[config.mk]
export PLATFORM = sky130hd
export DESIGN_NAME = ppa_rr_arb
export DESIGN_NICKNAME = d
export VERILOG_FILES = /design/src/rtl/ppa_pkg.sv /design/src/rtl/ppa_prefix.sv /design/src/rtl/ppa_rr_arb.sv
export SDC_FILE = /design/constraint.sdc
export NUM_CORES = 1
export LEC_CHECK = 0
export CORE_MARGIN = 1.5
export CORE_UTILIZATION = 25
export DETAILED_ROUTE_END_ITERATION = 7
export DONT_BUFFER_PORTS = 1
export MAX_ROUTING_LAYER = met4
export PLACE_DENSITY = 0.52
export REMOVE_ABC_BUFFERS = 1
export SYNTH_ARGS = -nofsm -noshare
export SYNTH_HDL_FRONTEND = slang
export SYNTH_SLANG_ARGS = --single-unit
[constraint.sdc]
create_clock -name i_clk -period 2 [get_ports i_clk]
set_clock_uncertainty 0.2 [all_clocks]
set_input_delay 0.2 -clock i_clk [delete_from_list [all_inputs] [get_ports i_clk]]
set_output_delay 0.2 -clock i_clk [all_outputs]
set_load 0.05 [all_outputs]
[src/rtl/ppa_pkg.sv]
// Shared types and helpers for the circular parallel-prefix round-robin arbiter.
// Helper functions operate on MAXN-wide vectors; callers size-cast to their own width.
package ppa_pkg;

  localparam int MAXN = 64;
  localparam int MAXW = 6;

  typedef enum logic {
    IDLE = 1'b0,
    BUSY = 1'b1
  } state_e;

  function automatic int clog2(input int n);
    int r;
    r = 0;
    for (int i = 0; i < 31; i++) begin
      if ((32'sd1 <<< i) < n) begin
        r = i + 1;
      end else begin
        r = r;
      end
    end
    return r;
  endfunction

  // Circular rotate-left by one within the low n bits.
  function automatic logic [MAXN-1:0] rotl1(input logic [MAXN-1:0] v, input int n);
    logic [MAXN-1:0] r;
    r = '0;
    for (int i = 0; i < MAXN; i++) begin
      if (i < n) begin
        r[MAXW'(i)] = v[MAXW'((i + n - 1) % n)];
      end else begin
        r[MAXW'(i)] = 1'b0;
      end
    end
    return r;
  endfunction

  function automatic logic [MAXW-1:0] onehot2bin(input logic [MAXN-1:0] v);
    logic [MAXW-1:0] b;
    b = '0;
    for (int i = 0; i < MAXN; i++) begin
      if (v[MAXW'(i)]) begin
        b = b | MAXW'(i);
      end else begin
        b = b;
      end
    end
    return b;
  endfunction

endpackage

[src/rtl/ppa_prefix.sv]
// Combinational circular priority picker: first requester at or above the one-hot
// prio bit, wrapping, built as a Kogge-Stone style prefix of clog2(N) levels.
module ppa_prefix
  import ppa_pkg::*;
#(
  parameter int N = 8
) (
  input  logic [N-1:0] req_i,
  input  logic [N-1:0] prio_i,
  output logic [N-1:0] gnt_o,
  output logic         any_o
);

  localparam int LVL = clog2(N);

  // Search reaches bit i if it started there or passed an idle bit i-1.
  logic [N-1:0] p0_s;
  assign p0_s = ~{req_i[N-2:0], req_i[N-1]};

  for (genvar l = 0; l < LVL; l++) begin : g_lvl
    localparam int S = 1 << l;
    logic [N-1:0] g_in, p_in, g_out, p_out;
    if (l == 0) begin : g_base
      assign g_in = prio_i;
      assign p_in = p0_s;
    end else begin : g_link
      assign g_in = g_lvl[l-1].g_out;
      assign p_in = g_lvl[l-1].p_out;
    end
    assign g_out = g_in | (p_in & {g_in[N-1-S:0], g_in[N-1:N-S]});
    assign p_out = p_in & {p_in[N-1-S:0], p_in[N-1:N-S]};
  end

  // The final propagate window spans every bit, so it is set only with no request.
  assign gnt_o = req_i & g_lvl[LVL-1].g_out;
  assign any_o = ~(&g_lvl[LVL-1].p_out);

endmodule

[src/rtl/ppa_rr_arb.sv]
// Round-robin arbiter with per-transaction grant lock and rotating priority pointer.
// Optional per-requester weighted re-grant enabled by defining PPA_WEIGHT_EN.
module ppa_rr_arb
  import ppa_pkg::*;
#(
  parameter int N     = 8,
  parameter int WW    = 4,
  parameter int IDX_W = clog2(N)
) (
  input  logic              i_clk,
  input  logic              i_rst,
  input  logic [N-1:0]      i_req,
  input  logic              i_ack,
  input  logic              i_last,
`ifdef PPA_WEIGHT_EN
  input  logic [N*WW-1:0]   i_weight,
`endif
  output logic [N-1:0]      o_grant,
  output logic [IDX_W-1:0]  o_grant_idx,
  output logic              o_valid
);

  localparam logic [N-1:0] PRIO_RST = {{(N-1){1'b0}}, 1'b1};

  state_e           state_q, state_d;
  logic [N-1:0]     prio_q, prio_d;
  logic [N-1:0]     grant_q, grant_d;
  logic [IDX_W-1:0] idx_q, idx_d;

  logic [N-1:0]     rot_s, arb_prio_s, win_s;
  logic [IDX_W-1:0] win_idx_s;
  logic             any_s, end_s, regrant_s;

  assign end_s      = (state_q == BUSY) & i_ack & i_last;
  assign rot_s      = N'(rotl1(MAXN'(grant_q), N));
  assign arb_prio_s = end_s ? rot_s : prio_q;
  assign win_idx_s  = IDX_W'(onehot2bin(MAXN'(win_s)));

  ppa_prefix #(.N(N)) u_prefix (
    .req_i  (i_req),
    .prio_i (arb_prio_s),
    .gnt_o  (win_s),
    .any_o  (any_s)
  );

`ifdef PPA_WEIGHT_EN
  logic [WW-1:0] credit_q, credit_d, wt_s;

  // Weight of the requester that would win now.
  always_comb begin
    wt_s = '0;
    for (int i = 0; i < N; i++) begin
      wt_s = wt_s | (i_weight[i*WW +: WW] & {WW{win_s[i]}});
    end
  end

  assign regrant_s = (credit_q != '0) & (|(i_req & grant_q));
`else
  assign regrant_s = 1'b0;
`endif

  // Next-state: start, hold, re-grant or rotate.
  always_comb begin
    state_d  = state_q;
    prio_d   = prio_q;
    grant_d  = grant_q;
    idx_d    = idx_q;
`ifdef PPA_WEIGHT_EN
    credit_d = credit_q;
`endif
    case (state_q)
      IDLE: begin
        if (any_s) begin
          state_d  = BUSY;
          grant_d  = win_s;
          idx_d    = win_idx_s;
`ifdef PPA_WEIGHT_EN
          credit_d = wt_s;
`endif
        end else begin
          state_d = IDLE;
        end
      end
      BUSY: begin
        if (end_s && regrant_s) begin
`ifdef PPA_WEIGHT_EN
          credit_d = credit_q - {{(WW-1){1'b0}}, 1'b1};
`endif
        end else if (end_s) begin
          prio_d = rot_s;
          if (any_s) begin
            grant_d  = win_s;
            idx_d    = win_idx_s;
`ifdef PPA_WEIGHT_EN
            credit_d = wt_s;
`endif
          end else begin
            state_d = IDLE;
            grant_d = '0;
            idx_d   = '0;
          end
        end else begin
          state_d = BUSY;
        end
      end
      default: begin
        state_d = IDLE;
        grant_d = '0;
        idx_d   = '0;
      end
    endcase
  end

  // State, pointer and registered grant.
  always_ff @(posedge i_clk or posedge i_rst) begin
    if (i_rst) begin
      state_q  <= IDLE;
      prio_q   <= PRIO_RST;
      grant_q  <= '0;
      idx_q    <= '0;
`ifdef PPA_WEIGHT_EN
      credit_q <= '0;
`endif
    end else begin
      state_q  <= state_d;
      prio_q   <= prio_d;
      grant_q  <= grant_d;
      idx_q    <= idx_d;
`ifdef PPA_WEIGHT_EN
      credit_q <= credit_d;
`endif
    end
  end

  assign o_grant     = grant_q;
  assign o_grant_idx = idx_q;
  assign o_valid     = (state_q == BUSY);

endmodule

==> results.txt <==
----------------------------------------------------
[Outcome]
  Run status ... finished with violations
  Violations in the final reports ... DRC, setup timing

[Drt]
  Via-to-Cell Ratio ... 5.46
  Drt first-iter violations ... 106
  DRC ... 4
  Detailed-route via count ... approximately 1200
  Routed len/inst ... 17.9 um
  Total routed wirelength ... between 3 and 4 mm
  Final ANT Viol Nets ... 0
  DRT Pass-1 Iters ... 7

[Placement]
  Routability congestion estimate ... 0.919
  Count of buffers inserted at the top-level ports ... 0
  Post-place instance area ... 0.00142 sq mm
  Half-perimeter wire length after detailed placement ... 2.49 mm
  Post-placement worst setup slack ... -0.535 ns

[Power]
  Clk network pwr share ... 46.3%
  Comb power frac ... about 8.8%
  Switching pwr ... 0.000191 W
  Leakage power ... 0.853 nW
  Worst vdd rail ir drop ... 348 uV
  Flop pwr share ... 44.9%
  Switching Share ... 21.3%
  Internal power of the cells ... 0.000708 W
  Power density normalized to cell area ... 499 mW/mm^2

[Timing]
  Setup_tns ... -2.51 ns
  Max-slew violations ... 0
  Worst relative slew slack ... 50.7%
  Final critical-path required period ... 2.34 ns
  Slew at the pin closest to its max-slew limit ... roughly 0.74 ns
  Endpoints failing hold ... 0
  Final critical-path setup slack ... -0.336 ns
  Final cycle utilization of the critical path ... 117%
  Achievable frequency ... 428 MHz
  Final setup violation count ... 11
  Setup repair after global routing missed its margin ... true

[Critical path]
  Launch instance of the worst register-to-register path ... o_valid
  Setup slack, reg-to-reg ... -0.34 ns
  Required time at the worst-slack endpoint ... 2.00 ns
  Category of the worst setup path capture point ... flip-flop
  Number of stages on the worst setup path ... 8
  Category of cells accounting for the largest share of critical-path delay ... compound AO/OA/AOI/OAI gates
  Capture point of the worst reg-to-reg path ... o_grant_idx[1]
  WP data arrival ... 2.33 ns
  Ordered cell list for the critical path ... nand3_4 -> clkbuf_16 -> or3b_4 -> a311o_1 -> nand2_2 -> o221a_1 -> nor4_2 -> o21ai_1
  Crit Path Max Fanout ... 6
  Length in cells of the worst reg-to-reg path ... 8
  Number of buffer and inverter instances along the worst setup path ... 1
  Delay of the slowest critical-path stage ... 0.40 ns
  Crit Path Category ... flip-flop to flip-flop
  Start point of the critical path ... o_valid
  Termination of the worst setup path ... o_grant_idx[1]
  Startpoint type of the worst setup path ... flip-flop
  CP max-delay cell ... sky130_fd_sc_hd__dfrtp_1

[CTS]
  H-tree level count ... 1
  Inserted Clock Buffers ... 3
  Max Buffers Root-to-Sink ... 2
  Cell chosen for the clock root ... sky130_fd_sc_hd__clkbuf_8
  TritonCTS clock tree ... done
  Clk Latency, worst-skew pair ... 0.27 ns
  Reg clk slew, reported paths ... 0.08 ns
  Sink count of the clock tree ... 20

[Synth]
  Area share of xor/xnor cells in the synthesized design ... 0%
  Mean post-synth cell area ... 9.64 sq um
  Simple-gate portion of the synthesized area ... between 10% and 20%
  Biggest area consumer among synthesized cells ... sky130_fd_sc_hd__dfrtp_1
  Summed instance area of the synthesized netlist ... ~0.0012 sq mm
  Gate Count Post-Synth ... roughly 120
  Sequential share of the synthesized area ... 42.7%
  Compound-gate portion of the synthesized area ... 25.2%
  Count of state elements after synthesis ... 20
  Dominant combinational cell family by area after synthesis ... compound AO/OA/AOI/OAI gates
  Yosys warning count ... 0
  Mux contribution to synthesized area ... between 10% and 20%
  Cell variety after synth ... 40
  Fraction of the mapped netlist area in adder cells ... 0%
  Area fraction of the dominant cell type after synthesis ... 40.4%
  Area contributors post-synth ... sky130_fd_sc_hd__dfrtp_1, sky130_fd_sc_hd__mux2i_4, sky130_fd_sc_hd__mux2i_1, sky130_fd_sc_hd__o21ai_0, sky130_fd_sc_hd__nand2_1

[Final layout]
  Multi-input gate area in the final layout ... 790 sq um
  Area growth, synth to finish ... 53.4%
  Fraction of final layout cells with drive strength greater than 1 ... 39.8%
  Number of fill cells in the layout ... approximately 440
  Area occupied by registers ... 502 sq um
  Number of inserted diodes ... 0
  Number of nets in the final layout ... between 150 and 200
  Leading cell type in the layout, fill and taps excluded ... sky130_fd_sc_hd__buf_4
  Final design area excluding fillers ... 0.00180 sq mm
  Commonest cells after routing, fill and taps aside ... sky130_fd_sc_hd__buf_4, sky130_fd_sc_hd__dfrtp_1, sky130_fd_sc_hd__nand2_1

[GRT]
  Antenna violations before repair ... 0
  Maximum number of pins on one net before global-route repair ... 21
  Remaining global-route overflow ... 0
  Global-route wire length before repair ... around 6 mm
  Total global routing track utilization ... 15.5%
  Via count of the first global-routing pass ... 1200

[Floorplan]
  Width of the chip ... 71.6 um
  Area of the die ... 0.00513 sq mm
  Count of standard-cell rows ... 24
  Core area ... 0.00444 sq mm
  Num ports ... 24
  Initial standard-cell utilization of the core ... a little over a quarter
  Die Height ... 71.6 um

[Flow run]
  Total of max-cap violations ... 0

[Worst hold path]
  Worst hold path class ... primary input to flip-flop

----------------------------------------------------
==> what timing repair did <==
item | in CTS | in global routing
setup buffers | 1 | 5
pin swaps | 2 | 13
hold buffers | 7 | 1
setup endpoints to repair | 11 | 11
endpoints found under the hold margin | 24 | 1
gates cloned | 0 | 1
gates resized for setup | 20 | 19
==> layer usage <==
metal / GRT usage [%] / vias to the layer above / wire [um]
li1: - / 535 / -
met1: 16.7 / 577 / 1500
met2: 25.1 / 41 / 1940
met3: 4.36 / 11 / 224
met4: 9.64 / 0 / 140
met5: - / - / 0
==> worst min path at each step <==
stage / end / start / cells past startpoint / slack, ns
finish: o_grant_idx[2] / i_req[6] / 3 / 0.01
global route: o_grant_idx[2] / i_req[6] / 3 / 0.005
CTS: o_grant_idx[2] / i_req[6] / 3 / 0.03
detailed placement: o_grant_idx[0] / i_rst / 1 / 0.07
global placement: o_grant_idx[0] / i_rst / 1 / 0.06
floorplan: o_grant[0] / i_rst / 1 / -0.04
==> tightest hold or removal path, stage by stage <==
cell and delay (ns):
sky130_fd_sc_hd__a2bb2oi_2 0.04, sky130_fd_sc_hd__nand4_1 0.09, sky130_fd_sc_hd__a22o_1 0.11
==> cell families after synthesis <==
| logic type | count (synthesis) |
|---|---|
| AOI/OAI and AO/OA | 42 |
| and+or+nand+nor | 39 |
| DFF | 20 |
| buffers and inverters | 13 |
| muxes | 8 |
==> metrics by stage <==
step | hold WS, ns | power, W | cells | utilization, %
after floorplan | -0.0369 | 0.000446 | 119 | -
after global placement | 0.0616 | 0.000464 | 195 | 31.8
after detailed placement | 0.0711 | 0.000465 | 195 | 31.8
after CTS | 0.0258 | 0.000890 | 207 | 37.3
after global routing | 0.00471 | 0.000936 | 213 | 40.6
final | 0.00963 | 0.000900 | 213 | 40.6
==> power by group through the flow <==
stage          combinational (W)  clock [W]  sequential (W)
6_report               0.0000791   0.000416        0.000404
5_1_grt                0.0000853   0.000446        0.000404
4_1_cts                0.0000691   0.000417        0.000404
3_5_place_dp           0.0000525          0        0.000412
3_3_place_gp           0.0000517          0        0.000412
2_1_floorplan          0.0000341          0        0.000412
==> sequential cells by signal (all words and copies together) (netlist names) <==
name and count:
o_grant 8, o_grant_idx 3, o_valid 1, prio_q 8
==> synth_stat cells <==
cell                        instances
sky130_fd_sc_hd__inv_1             10
sky130_fd_sc_hd__buf_6              1
sky130_fd_sc_hd__or2_1              1
sky130_fd_sc_hd__nand3_2            1
sky130_fd_sc_hd__o21a_1             2
sky130_fd_sc_hd__o221a_1            1
sky130_fd_sc_hd__a31oi_1            1
sky130_fd_sc_hd__dfstp_2            1
sky130_fd_sc_hd__or3b_1             1
sky130_fd_sc_hd__nor4b_1            1
sky130_fd_sc_hd__o221ai_1           1
sky130_fd_sc_hd__o31ai_1            1
sky130_fd_sc_hd__clkbuf_1           2
sky130_fd_sc_hd__o21ai_0            9
sky130_fd_sc_hd__a21oi_1            3
sky130_fd_sc_hd__o31a_1             1
sky130_fd_sc_hd__o41ai_1            1
sky130_fd_sc_hd__nor2_1             9
sky130_fd_sc_hd__dfrtp_1           19
sky130_fd_sc_hd__nor4_1             2
sky130_fd_sc_hd__a311o_1            1
sky130_fd_sc_hd__and3_1             3
sky130_fd_sc_hd__nand3_1            1
sky130_fd_sc_hd__a2bb2oi_1          1
sky130_fd_sc_hd__mux2i_4            3
sky130_fd_sc_hd__nor2b_1            1
sky130_fd_sc_hd__nand4_1            2
sky130_fd_sc_hd__a22o_1             5
sky130_fd_sc_hd__o2bb2ai_1          2
sky130_fd_sc_hd__nand3b_1           2
sky130_fd_sc_hd__a22oi_1            1
sky130_fd_sc_hd__a32o_1             1
sky130_fd_sc_hd__mux2i_1            5
sky130_fd_sc_hd__a21o_1             4
sky130_fd_sc_hd__or3b_2             1
sky130_fd_sc_hd__nand2_1           12
sky130_fd_sc_hd__o21ai_1            5
sky130_fd_sc_hd__a31o_2             1
sky130_fd_sc_hd__and2_1             2
sky130_fd_sc_hd__o21ai_2            1
==> layout make-up <==
class                           instances  area share [%]
Sequential cell                        20            27.8
Clock inverter                          1            1.66
Timing Repair Buffer                   38            18.8
Inverter                               10            2.08
Multi-Input combinational cell         89            43.8
Clock buffer                            3            2.29
Tap cell                               52            3.61
Power figures use the tool's default switching activity.
